===== src/rtl/display_scan_blank_pkg.sv =====
// rtl/display_scan_blank_pkg.sv - segment encodings and anode constants for the digit scanner
package display_scan_blank_pkg;

  // Active-low {g,f,e,d,c,b,a} patterns for the full hex set
  localparam logic [6:0] SEG_0     = 7'b1000000;
  localparam logic [6:0] SEG_1     = 7'b1111001;
  localparam logic [6:0] SEG_2     = 7'b0100100;
  localparam logic [6:0] SEG_3     = 7'b0110000;
  localparam logic [6:0] SEG_4     = 7'b0011001;
  localparam logic [6:0] SEG_5     = 7'b0010010;
  localparam logic [6:0] SEG_6     = 7'b0000010;
  localparam logic [6:0] SEG_7     = 7'b1111000;
  localparam logic [6:0] SEG_8     = 7'b0000000;
  localparam logic [6:0] SEG_9     = 7'b0010000;
  localparam logic [6:0] SEG_A     = 7'b0001000;
  localparam logic [6:0] SEG_B     = 7'b0000011;
  localparam logic [6:0] SEG_C     = 7'b1000110;
  localparam logic [6:0] SEG_D     = 7'b0100001;
  localparam logic [6:0] SEG_E     = 7'b0000110;
  localparam logic [6:0] SEG_F     = 7'b0001110;
  localparam logic [6:0] SEG_BLANK = 7'b1111111;

  // Wide enough for up to 16 digits; users slice to NUM_DIGITS
  localparam logic [15:0] ANODE_ALL_OFF = 16'hFFFF;

  function automatic logic [15:0] anode_select(input logic [3:0] idx);
    return ~(16'h0001 << idx);
  endfunction

endpackage


===== src/rtl/display_scan_blank_if.sv =====
// rtl/display_scan_blank_if.sv - digit/blink inputs and display drive outputs of the scanner
interface display_scan_blank_if #(
  parameter int NUM_DIGITS = 4
);
  logic                      enable_wire;
  logic [4*NUM_DIGITS-1:0]   digits_wire;
  logic [NUM_DIGITS-1:0]     dp_wire;
  logic                      blink_wire;
  logic [NUM_DIGITS-1:0]     blink_mask_wire;
  logic [NUM_DIGITS-1:0]     anode_n;
  logic [6:0]                seg_n;
  logic                      dp_n;

  modport master (
    output enable_wire, digits_wire, dp_wire, blink_wire, blink_mask_wire,
    input  anode_n, seg_n, dp_n
  );

  modport slave (
    input  enable_wire, digits_wire, dp_wire, blink_wire, blink_mask_wire,
    output anode_n, seg_n, dp_n
  );
endinterface


===== src/rtl/display_scan_blank_seg7_decode.sv =====
// rtl/display_scan_blank_seg7_decode.sv - combinational hex to active-low seven-segment decoder
module seg7_decode
  import display_scan_blank_pkg::*;
(
  input  logic [3:0] value,
  output logic [6:0] seg_n
);
  always_comb begin
    seg_n = SEG_BLANK;
    case (value)
      4'h0: seg_n = SEG_0;
      4'h1: seg_n = SEG_1;
      4'h2: seg_n = SEG_2;
      4'h3: seg_n = SEG_3;
      4'h4: seg_n = SEG_4;
      4'h5: seg_n = SEG_5;
      4'h6: seg_n = SEG_6;
      4'h7: seg_n = SEG_7;
      4'h8: seg_n = SEG_8;
      4'h9: seg_n = SEG_9;
      4'hA: seg_n = SEG_A;
      4'hB: seg_n = SEG_B;
      4'hC: seg_n = SEG_C;
      4'hD: seg_n = SEG_D;
      4'hE: seg_n = SEG_E;
      4'hF: seg_n = SEG_F;
      default: seg_n = SEG_BLANK;
    endcase
  end
endmodule


===== src/rtl/display_scan_blank.sv =====
// rtl/display_scan_blank.sv - multiplexed common-anode digit scanner with blink blanking
module display_scan_blank
  import display_scan_blank_pkg::*;
#(
  parameter int NUM_DIGITS = 4,
  parameter int SCAN_DIV   = 2
) (
  input  logic                 clk,
  input  logic                 reset_n_wire,
  display_scan_blank_if.slave  bus
);
  localparam int IDX_W = (NUM_DIGITS > 1) ? $clog2(NUM_DIGITS) : 1;
  localparam int CNT_W = (SCAN_DIV > 1) ? $clog2(SCAN_DIV) : 1;
  localparam logic [NUM_DIGITS-1:0] ANODE_OFF = ANODE_ALL_OFF[NUM_DIGITS-1:0];

  logic [CNT_W-1:0]      div_cnt, div_cnt_nxt;
  logic [IDX_W-1:0]      digit_idx, digit_idx_nxt;
  logic [3:0]            nibble;
  logic [6:0]            seg_dec;
  logic [15:0]           anode_wide;
  logic                  blank;
  logic [NUM_DIGITS-1:0] anode_nxt;
  logic [6:0]            seg_nxt;
  logic                  dp_nxt;

  always_comb begin
    div_cnt_nxt   = div_cnt + CNT_W'(1);
    digit_idx_nxt = digit_idx;
    if (div_cnt == CNT_W'(SCAN_DIV - 1)) begin
      div_cnt_nxt   = '0;
      digit_idx_nxt = (digit_idx == IDX_W'(NUM_DIGITS - 1)) ? '0 : digit_idx + IDX_W'(1);
    end
  end

  // Single decoder placed after the digit mux
  assign nibble = bus.digits_wire[4*int'(digit_idx) +: 4];

  seg7_decode u_seg7_decode (
    .value (nibble),
    .seg_n (seg_dec)
  );

  always_comb begin
    blank      = bus.blink_wire & bus.blink_mask_wire[digit_idx];
    anode_wide = anode_select(4'(digit_idx));
    anode_nxt  = ANODE_OFF;
    seg_nxt    = SEG_BLANK;
    dp_nxt     = 1'b1;
    if (!blank) begin
      anode_nxt = anode_wide[NUM_DIGITS-1:0];
      seg_nxt   = seg_dec;
      dp_nxt    = ~bus.dp_wire[digit_idx];
    end
  end

  // Disable behaves like a synchronous reset so re-enable starts a full slot at digit 0
  always_ff @(posedge clk or negedge reset_n_wire) begin
    if (!reset_n_wire) begin
      div_cnt     <= '0;
      digit_idx   <= '0;
      bus.anode_n <= ANODE_OFF;
      bus.seg_n   <= SEG_BLANK;
      bus.dp_n    <= 1'b1;
    end else if (!bus.enable_wire) begin
      div_cnt     <= '0;
      digit_idx   <= '0;
      bus.anode_n <= ANODE_OFF;
      bus.seg_n   <= SEG_BLANK;
      bus.dp_n    <= 1'b1;
    end else begin
      div_cnt     <= div_cnt_nxt;
      digit_idx   <= digit_idx_nxt;
      bus.anode_n <= anode_nxt;
      bus.seg_n   <= seg_nxt;
      bus.dp_n    <= dp_nxt;
    end
  end
endmodule


===== src/flat_wrapper.sv =====
// flat-port wrapper written by rule: the top's interface ports become plain ports
module display_scan_blank_flat import display_scan_blank_pkg::*;
#(
  parameter int NUM_DIGITS = 4,
  parameter int SCAN_DIV   = 2
)
  (clk, reset_n_wire, bus_enable_wire, bus_digits_wire, bus_dp_wire, bus_blink_wire, bus_blink_mask_wire, bus_anode_n, bus_seg_n, bus_dp_n);
  display_scan_blank_if #(.NUM_DIGITS(NUM_DIGITS)) bus_i ();
  input  logic clk;
  input  logic reset_n_wire;
  input wire logic [$bits(bus_i.enable_wire)-1:0] bus_enable_wire;
  input wire logic [$bits(bus_i.digits_wire)-1:0] bus_digits_wire;
  input wire logic [$bits(bus_i.dp_wire)-1:0] bus_dp_wire;
  input wire logic [$bits(bus_i.blink_wire)-1:0] bus_blink_wire;
  input wire logic [$bits(bus_i.blink_mask_wire)-1:0] bus_blink_mask_wire;
  output wire logic [$bits(bus_i.anode_n)-1:0] bus_anode_n;
  output wire logic [$bits(bus_i.seg_n)-1:0] bus_seg_n;
  output wire logic [$bits(bus_i.dp_n)-1:0] bus_dp_n;
  assign bus_i.enable_wire = bus_enable_wire;
  assign bus_i.digits_wire = bus_digits_wire;
  assign bus_i.dp_wire = bus_dp_wire;
  assign bus_i.blink_wire = bus_blink_wire;
  assign bus_i.blink_mask_wire = bus_blink_mask_wire;
  assign bus_anode_n = bus_i.anode_n;
  assign bus_seg_n = bus_i.seg_n;
  assign bus_dp_n = bus_i.dp_n;
  display_scan_blank #(.NUM_DIGITS(NUM_DIGITS), .SCAN_DIV(SCAN_DIV)) u_core (.clk(clk), .reset_n_wire(reset_n_wire), .bus(bus_i));
endmodule

===== config.mk =====
export PLATFORM = sky130hd
export DESIGN_NAME = display_scan_blank_flat
export DESIGN_NICKNAME = d
export VERILOG_FILES = /design/src/rtl/display_scan_blank_pkg.sv /design/src/rtl/display_scan_blank_if.sv /design/src/rtl/display_scan_blank_seg7_decode.sv /design/src/rtl/display_scan_blank.sv /design/src/flat_wrapper.sv
export SDC_FILE = /design/constraint.sdc
export NUM_CORES = 1
export LEC_CHECK = 0
export BUFFER_PORTS_ARGS = -buffer_cell sky130_fd_sc_hd__buf_4
export CAP_MARGIN = 30
export CORE_AREA = 2 2 63 53
export DETAILED_ROUTE_END_ITERATION = 8
export DIE_AREA = 0 0 65 55
export GPL_TIMING_DRIVEN = 0
export HOLD_SLACK_MARGIN = 0.08
export SKIP_CTS_REPAIR_TIMING = 1
export SYNTH_ARGS = -nofsm -noshare
export SYNTH_HDL_FRONTEND = slang
export SYNTH_SLANG_ARGS = --single-unit
export TNS_END_PERCENT = 50

===== constraint.sdc =====
create_clock -name clk -period 3.6 [get_ports clk]
set_clock_uncertainty 0.05 [all_clocks]
set_input_delay 0.18 -clock clk [delete_from_list [all_inputs] [get_ports clk]]
set_output_delay 0.18 -clock clk [all_outputs]
set_load 0.1 [all_outputs]

==> results of run 1 <==
[state kept, by name, indices dropped and copies added (netlist names)]
signal and flops:
u_core.div_cnt 1, u_core.bus.dp_n 1, u_core.bus.anode_n 4, u_core.digit_idx 2, u_core.bus.seg_n 7
[worst register-to-register path, stage by stage (launching register included)]
cell	delay [ns]
dfrtp_1	0.37
clkbuf_1	0.37
mux4_2	0.36
inv_1	0.11
ha_1	0.27
or2_2	0.31
a21oi_1	0.15
o21ai_1	0.08
[stage by stage]
stage                     power (W)  util, %
after CTS                  0.000603     46.9
after detailed placement   0.000468     45.4
final                      0.000596     47.2
after global routing       0.000628     47.2
after global placement     0.000466     45.4
after floorplan            0.000402        -
[layout make-up]
cell class	instances	area, um2
Buffer	5	36.3
Tap cell	40	50.0
Clock buffer	4	45.0
Sequential cell	15	390
Inverter	4	15.0
Timing Repair Buffer	40	303
Fill cell	272	1560
Multi-Input combinational cell	60	554
[worst min-delay path by stage]
stage	start	endpoint	slack, ns	cells after the start
finish	bus_enable_wire	u_core.div_cnt	0.12	2
global route	bus_enable_wire	u_core.div_cnt	0.14	2
CTS	reset_n_wire	u_core.digit_idx[1]	-0.27	1
detailed placement	reset_n_wire	u_core.digit_idx[1]	-0.008	1
global placement	reset_n_wire	u_core.digit_idx[0]	-0.01	1
floorplan	reset_n_wire	u_core.digit_idx[0]	-0.17	0
[cells in the final DEF, fill, tap and decap left out, types with 2 or more instances in the layout]
| cell type | count |
|---|---|
| clkbuf_8 | 3 |
| o21ai_1 | 2 |
| nand2_1 | 10 |
| nand3_1 | 2 |
| buf_4 | 39 |
| o211ai_1 | 3 |
| a21oi_1 | 2 |
| inv_1 | 4 |
| buf_6 | 2 |
| clkbuf_1 | 2 |
| nor3b_1 | 2 |
| ha_1 | 10 |
| nor2b_1 | 3 |
| dfrtp_1 | 3 |
| buf_2 | 2 |
| xor2_1 | 4 |
| mux4_2 | 7 |
| mux2i_1 | 2 |
| dfstp_2 | 12 |
| nor2_1 | 2 |
[routing by layer]
layer / GRT usage (%) / vias up
li1: - / 382
met1: 14.3 / 354
met2: 23.5 / 32
met3: 2.83 / 5
met4: 7.45 / 0
met5: 0 / -
[cells by family (layout without fill, tap and decap cells)]
family	after synthesis	count (layout)	synth area share, %
simple gates	24	24	12.2
flops	15	15	39.2
compound gates	12	12	8.42
fa+ha+maj	10	10	12.6
mux	10	10	19.0
buf+inv	9	53	5.15
xor+xnor	4	4	3.52
[power groups by stage]
stage,Sequential [W],Combinational [W],Clock [W]
after floorplan,0.000310,0.0000919,0
after global placement,0.000203,0.000263,0
after detailed placement,0.000204,0.000264,0
after CTS,0.000201,0.000264,0.000138
after global routing,0.000202,0.000281,0.000144
final,0.000201,0.000263,0.000133
==> impl_metrics.ini, run 1 <==
[timing]
worst_slew_pin_slew_ns = 0.435
relSlewSlack_pct = 71.0
finalHoldViolations = 0
slew_viol_final = 0
fin_crit_sh_pct = 59.4
post-route-min-period_ns = 2.14
grt_setup_unrepaired = false
holdWs_ns = 0.123
max_freq_mhz = 468
timing.setup.tns_ns = 0
setup_viol = 0
worst_slack_ns = 1.46

[clocking]
cts.sinks = 15
clk_path_buf_depth = 2
numCtsBuffers = 3
cts_tree = built
root_buffer = clkbuf_8
clock_latency_ns = 0.25
path_clk_slew_ns = 0.05
htreeDepth = 1

[synth]
ys_seq_area_share_pct = 39.2
synth_common_cells = dfstp_2 (12), ha_1 (10), nand2_1 (10)
yosys_warnings = 0
syn_nets = 122
avgSynthCellArea_um2 = 11.9
synth-seq-cells = 15
syn-instance-count = 84
yosysMostFrequentCell = dfstp_2
synth.largest_area_cell = dfstp_2
ys_async_sr_fraction_pct = 100
synth_enable_flop_cells = 0
yosys-top-cells-area = dfstp_2 (32%), mux4_2 (16%), ha_1 (13%), dfrtp_1 (7.5%), nand2_1 (3.8%)
yosysUniqueCellTypes = 29
synth_area_um2 = 996
synth_ff_type = dfstp_2
synth_top_cell_area_share_pct = 31.7

[final_layout]
nets = 167
antenna_cells = 0
syn2layout_area_growth_pct = 40.0
drive_gt1_share_pct = 53.1
layout.cells.non_filler = 168
fin_area_mm2 = 0.00139

[die]
rows = 18
dieArea_mm2 = 0.00358
die_y_um = 55
start_util_pct = 33.8
io_pins = 40
die_x_um = 65
core_area_mm2 = 0.00295

[detailed_routing]
m1WireLength_um = 902
dr_wl_met2_um = 970
routed.top_layer = met4
drt-wirelength-per-cell_um = 12.3
ant_nets = 0
drt_iter0_drc = 8
route.vias.total = 773
first_pass_iters = 4
drt-total-wl_um = 2060
avgViaCountPerCell = 4.60
drc = 0
dr_wl_met3_um = 143

[critical_path]
worst-path-buf-inv = 2
startpoint = u_core.digit_idx[1]
arrival_ns = 2.25
r2r_setup_slack_ns = 1.46
critical_path_required_ns = 3.71
criticalPathCategory = reg2reg
worstPathCellList = clkbuf_1 -> mux4_2 -> inv_1 -> ha_1 -> or2_2 -> a21oi_1 -> o21ai_1
end_kind = register
rr_endpoint = u_core.bus.seg_n[3]
timing.rr.start = u_core.digit_idx[1]
crit_end = u_core.bus.seg_n[3]
cpPeakStageDelay_ns = 0.37
worstSetupPathDepth = 7
start_kind = register
reg2reg_depth = 7
crit_slowest_cell = dfrtp_1
cp_max_fo = 8
crit_family = buffers and inverters

[power]
p_per_area_mw_per_mm2 = 428
p_switching_w = 0.000234
p_seq_share_pct = 33.7
p_int_w = 0.000363
cellLeakagePower_nw = 0.615
ir_worst_vdd_mv = 0.150
swShare_pct = 39.2
power_frac_clock_pct = 22.3
power_frac_comb_pct = 44.1

[global_route]
antenna_found_initial = 0
grt.overflow.total = 0
grt_pass1_vias = 748
grt_max_degree = 16
grt.total_usage_pct = 12.9
grt_pass1_wl_um = 3350

[job]
cap_viol_max_count = 0

[placed_design]
dpl.hpwl_um = 1720
place_inst = 163
gp_congestion = 0.855
portBuffers = 39
placed_area_mm2 = 0.00134
post-place-ws_ns = 1.47

[worst_hold_path]
holdCritPathClass = in2reg

[status]
status = finished clean
Power figures use the tool's default switching activity.
==> inputs of run 2 (changes only) <==
==> constraint.sdc (replaced) <==
create_clock -name clk -period 2.02 [get_ports clk]
set_clock_uncertainty 0.05 [all_clocks]
set_input_delay 0.101 -clock clk [delete_from_list [all_inputs] [get_ports clk]]
set_output_delay 0.101 -clock clk [all_outputs]
set_load 0.1 [all_outputs]
==> impl_metrics.ini, run 2 (synthesis gave the netlist of run 1 again) <==
[status]
status = finished clean

[detailed_routing]
drc = 0
drt-total-wl_um = 2160
route.vias.total = 804
drt-wirelength-per-cell_um = 12.5
ant_nets = 0
first_pass_iters = 4
drt_iter0_drc = 12
avgViaCountPerCell = 4.65

[final_layout]
regMostFlops = u_core.bus.seg_n
antenna_cells = 0
layout.cells.non_filler = 173
drive_gt1_share_pct = 56.4
mostFrequentLayoutCells = buf_4 (44), dfstp_2 (12), nand2_1 (10), ha_1 (9), mux4_2 (7)
top_regs = u_core.bus.seg_n: 7 flops, u_core.bus.anode_n: 4 flops, u_core.digit_idx: 2 flops
fill_cells = 271
syn2layout_area_growth_pct = 45.6
nets = 172
largest_register_ffs = 7
final_common_cell = buf_4

[power]
p_seq_share_pct = 33.2
swShare_pct = 39.0
p_switching_w = 0.000424
ir_worst_vdd_mv = 0.272
p_int_w = 0.000662
power_frac_clock_pct = 21.8
cellLeakagePower_nw = 0.643
power_frac_comb_pct = 45.0
p_per_area_mw_per_mm2 = 749

[clocking]
clk_path_buf_depth = 2
path_clk_slew_ns = 0.06
numCtsBuffers = 3
cts_tree = built
clock_latency_ns = 0.25
cts.sinks = 15
root_buffer = clkbuf_8
htreeDepth = 1

[die]
start_util_pct = 33.8
rows = 18
die_y_um = 55
dieArea_mm2 = 0.00358
core_area_mm2 = 0.00295
die_x_um = 65
io_pins = 40

[placed_design]
gp_congestion = 0.855
dpl.hpwl_um = 1720
portBuffers = 39
place_inst = 163

[global_route]
grt_pass1_wl_um = 3350
grt_pass1_vias = 748
grt.overflow.total = 0
grt_max_degree = 16
grt.total_usage_pct = 12.9
antenna_found_initial = 0

[worst_hold_path]
whs_path_depth = 3
holdCritPathClass = in2reg

[timing]
fin_crit_sh_pct = 95.5
timing.setup.tns_ns = 0
relSlewSlack_pct = 74.4
finalHoldViolations = 0
slew_viol_final = 0
setup_viol = 0
grt_setup_unrepaired = true
worst_slew_pin_slew_ns = 0.383
post-route-min-period_ns = 1.93
holdWs_ns = 0.0774
max_freq_mhz = 518

[critical_path]
crit_slowest_cell = mux4_2
cp_common_cell = o211ai_1
critical_path_required_ns = 2.13
criticalPathCategory = reg2reg
cp_max_fo = 8
end_kind = register
reg2reg_depth = 6
worstPathCellList = buf_6 -> mux4_2 -> inv_1 -> ha_1 -> o211ai_1 -> o211ai_1
arrival_ns = 2.04
start_kind = register
cpPeakStageDelay_ns = 0.57

[job]
cap_viol_max_count = 0
## run 2: cell types whose count changed in the layout (fill, tap and decap cells not counted), sizes merged
cell         delta
clkbuf          -1
dlygate4sd3     +1
buf             +5
## run 2: area by class of cell
class | count | area, um2 | share of cell area (%)
Buffer | 4 | 32.5 | 2.24
Timing Repair Buffer | 46 | 350 | 24.2
Sequential cell | 15 | 390 | 26.9
Multi-Input combinational cell | 60 | 567 | 39.1
Tap cell | 40 | 50.0 | 3.45
Clock buffer | 4 | 45.0 | 3.11
Inverter | 4 | 15.0 | 1.04
## run 2: critical path, delay by kind of cell (launching register included)
kind / cells / cell delay, ns
multiplexers: 1 / 0.57
flip-flops: 1 / 0.36
AO/OA/AOI/OAI: 2 / 0.30
buffers and inverters: 2 / 0.29
adder cells (fa/ha/maj): 1 / 0.26
## run 2: final timing paths
path,startpoint,endpoint,slack (ns)
hold / removal,bus_blink_wire,u_core.bus.seg_n[2],0.08
hold reg to reg,u_core.div_cnt,u_core.div_cnt,0.45
min in group asynchronous,reset_n_wire,u_core.digit_idx[0],0.19
setup / recovery,u_core.digit_idx[0],u_core.bus.seg_n[1],0.09
max in group asynchronous,reset_n_wire,u_core.bus.seg_n[5],1.49
setup reg to reg,u_core.digit_idx[0],u_core.bus.seg_n[1],0.09
## run 2: through the flow
stage	area, um2	power, W	worst slack (ns)	util [%]
finish	1450	0.00109	0.0907	49.2
global route	1450	0.00114	-0.0162	49.2
floorplan	996	0.000717	0.0914	-
detailed placement	1340	0.000833	-0.112	45.4
CTS	1380	0.00108	-0.126	46.9
global placement	1340	0.000831	-0.120	45.4
## run 2: power by group through the flow
stage | Combinational, W | Clock, W | Sequential, W
2_1_floorplan | 0.000164 | 0 | 0.000553
3_3_place_gp | 0.000469 | 0 | 0.000362
3_5_place_dp | 0.000470 | 0 | 0.000363
4_1_cts | 0.000471 | 0.000246 | 0.000359
5_1_grt | 0.000522 | 0.000257 | 0.000363
6_report | 0.000489 | 0.000237 | 0.000360
## run 2: routing by layer
layer / vias up / global-route usage [%] / wire length (um)
met5: - / 0 / 0
met3: 5 / 2.83 / 143
met4: 0 / 7.45 / 40
met2: 32 / 23.5 / 1050
met1: 375 / 14.3 / 930
li1: 392 / - / -
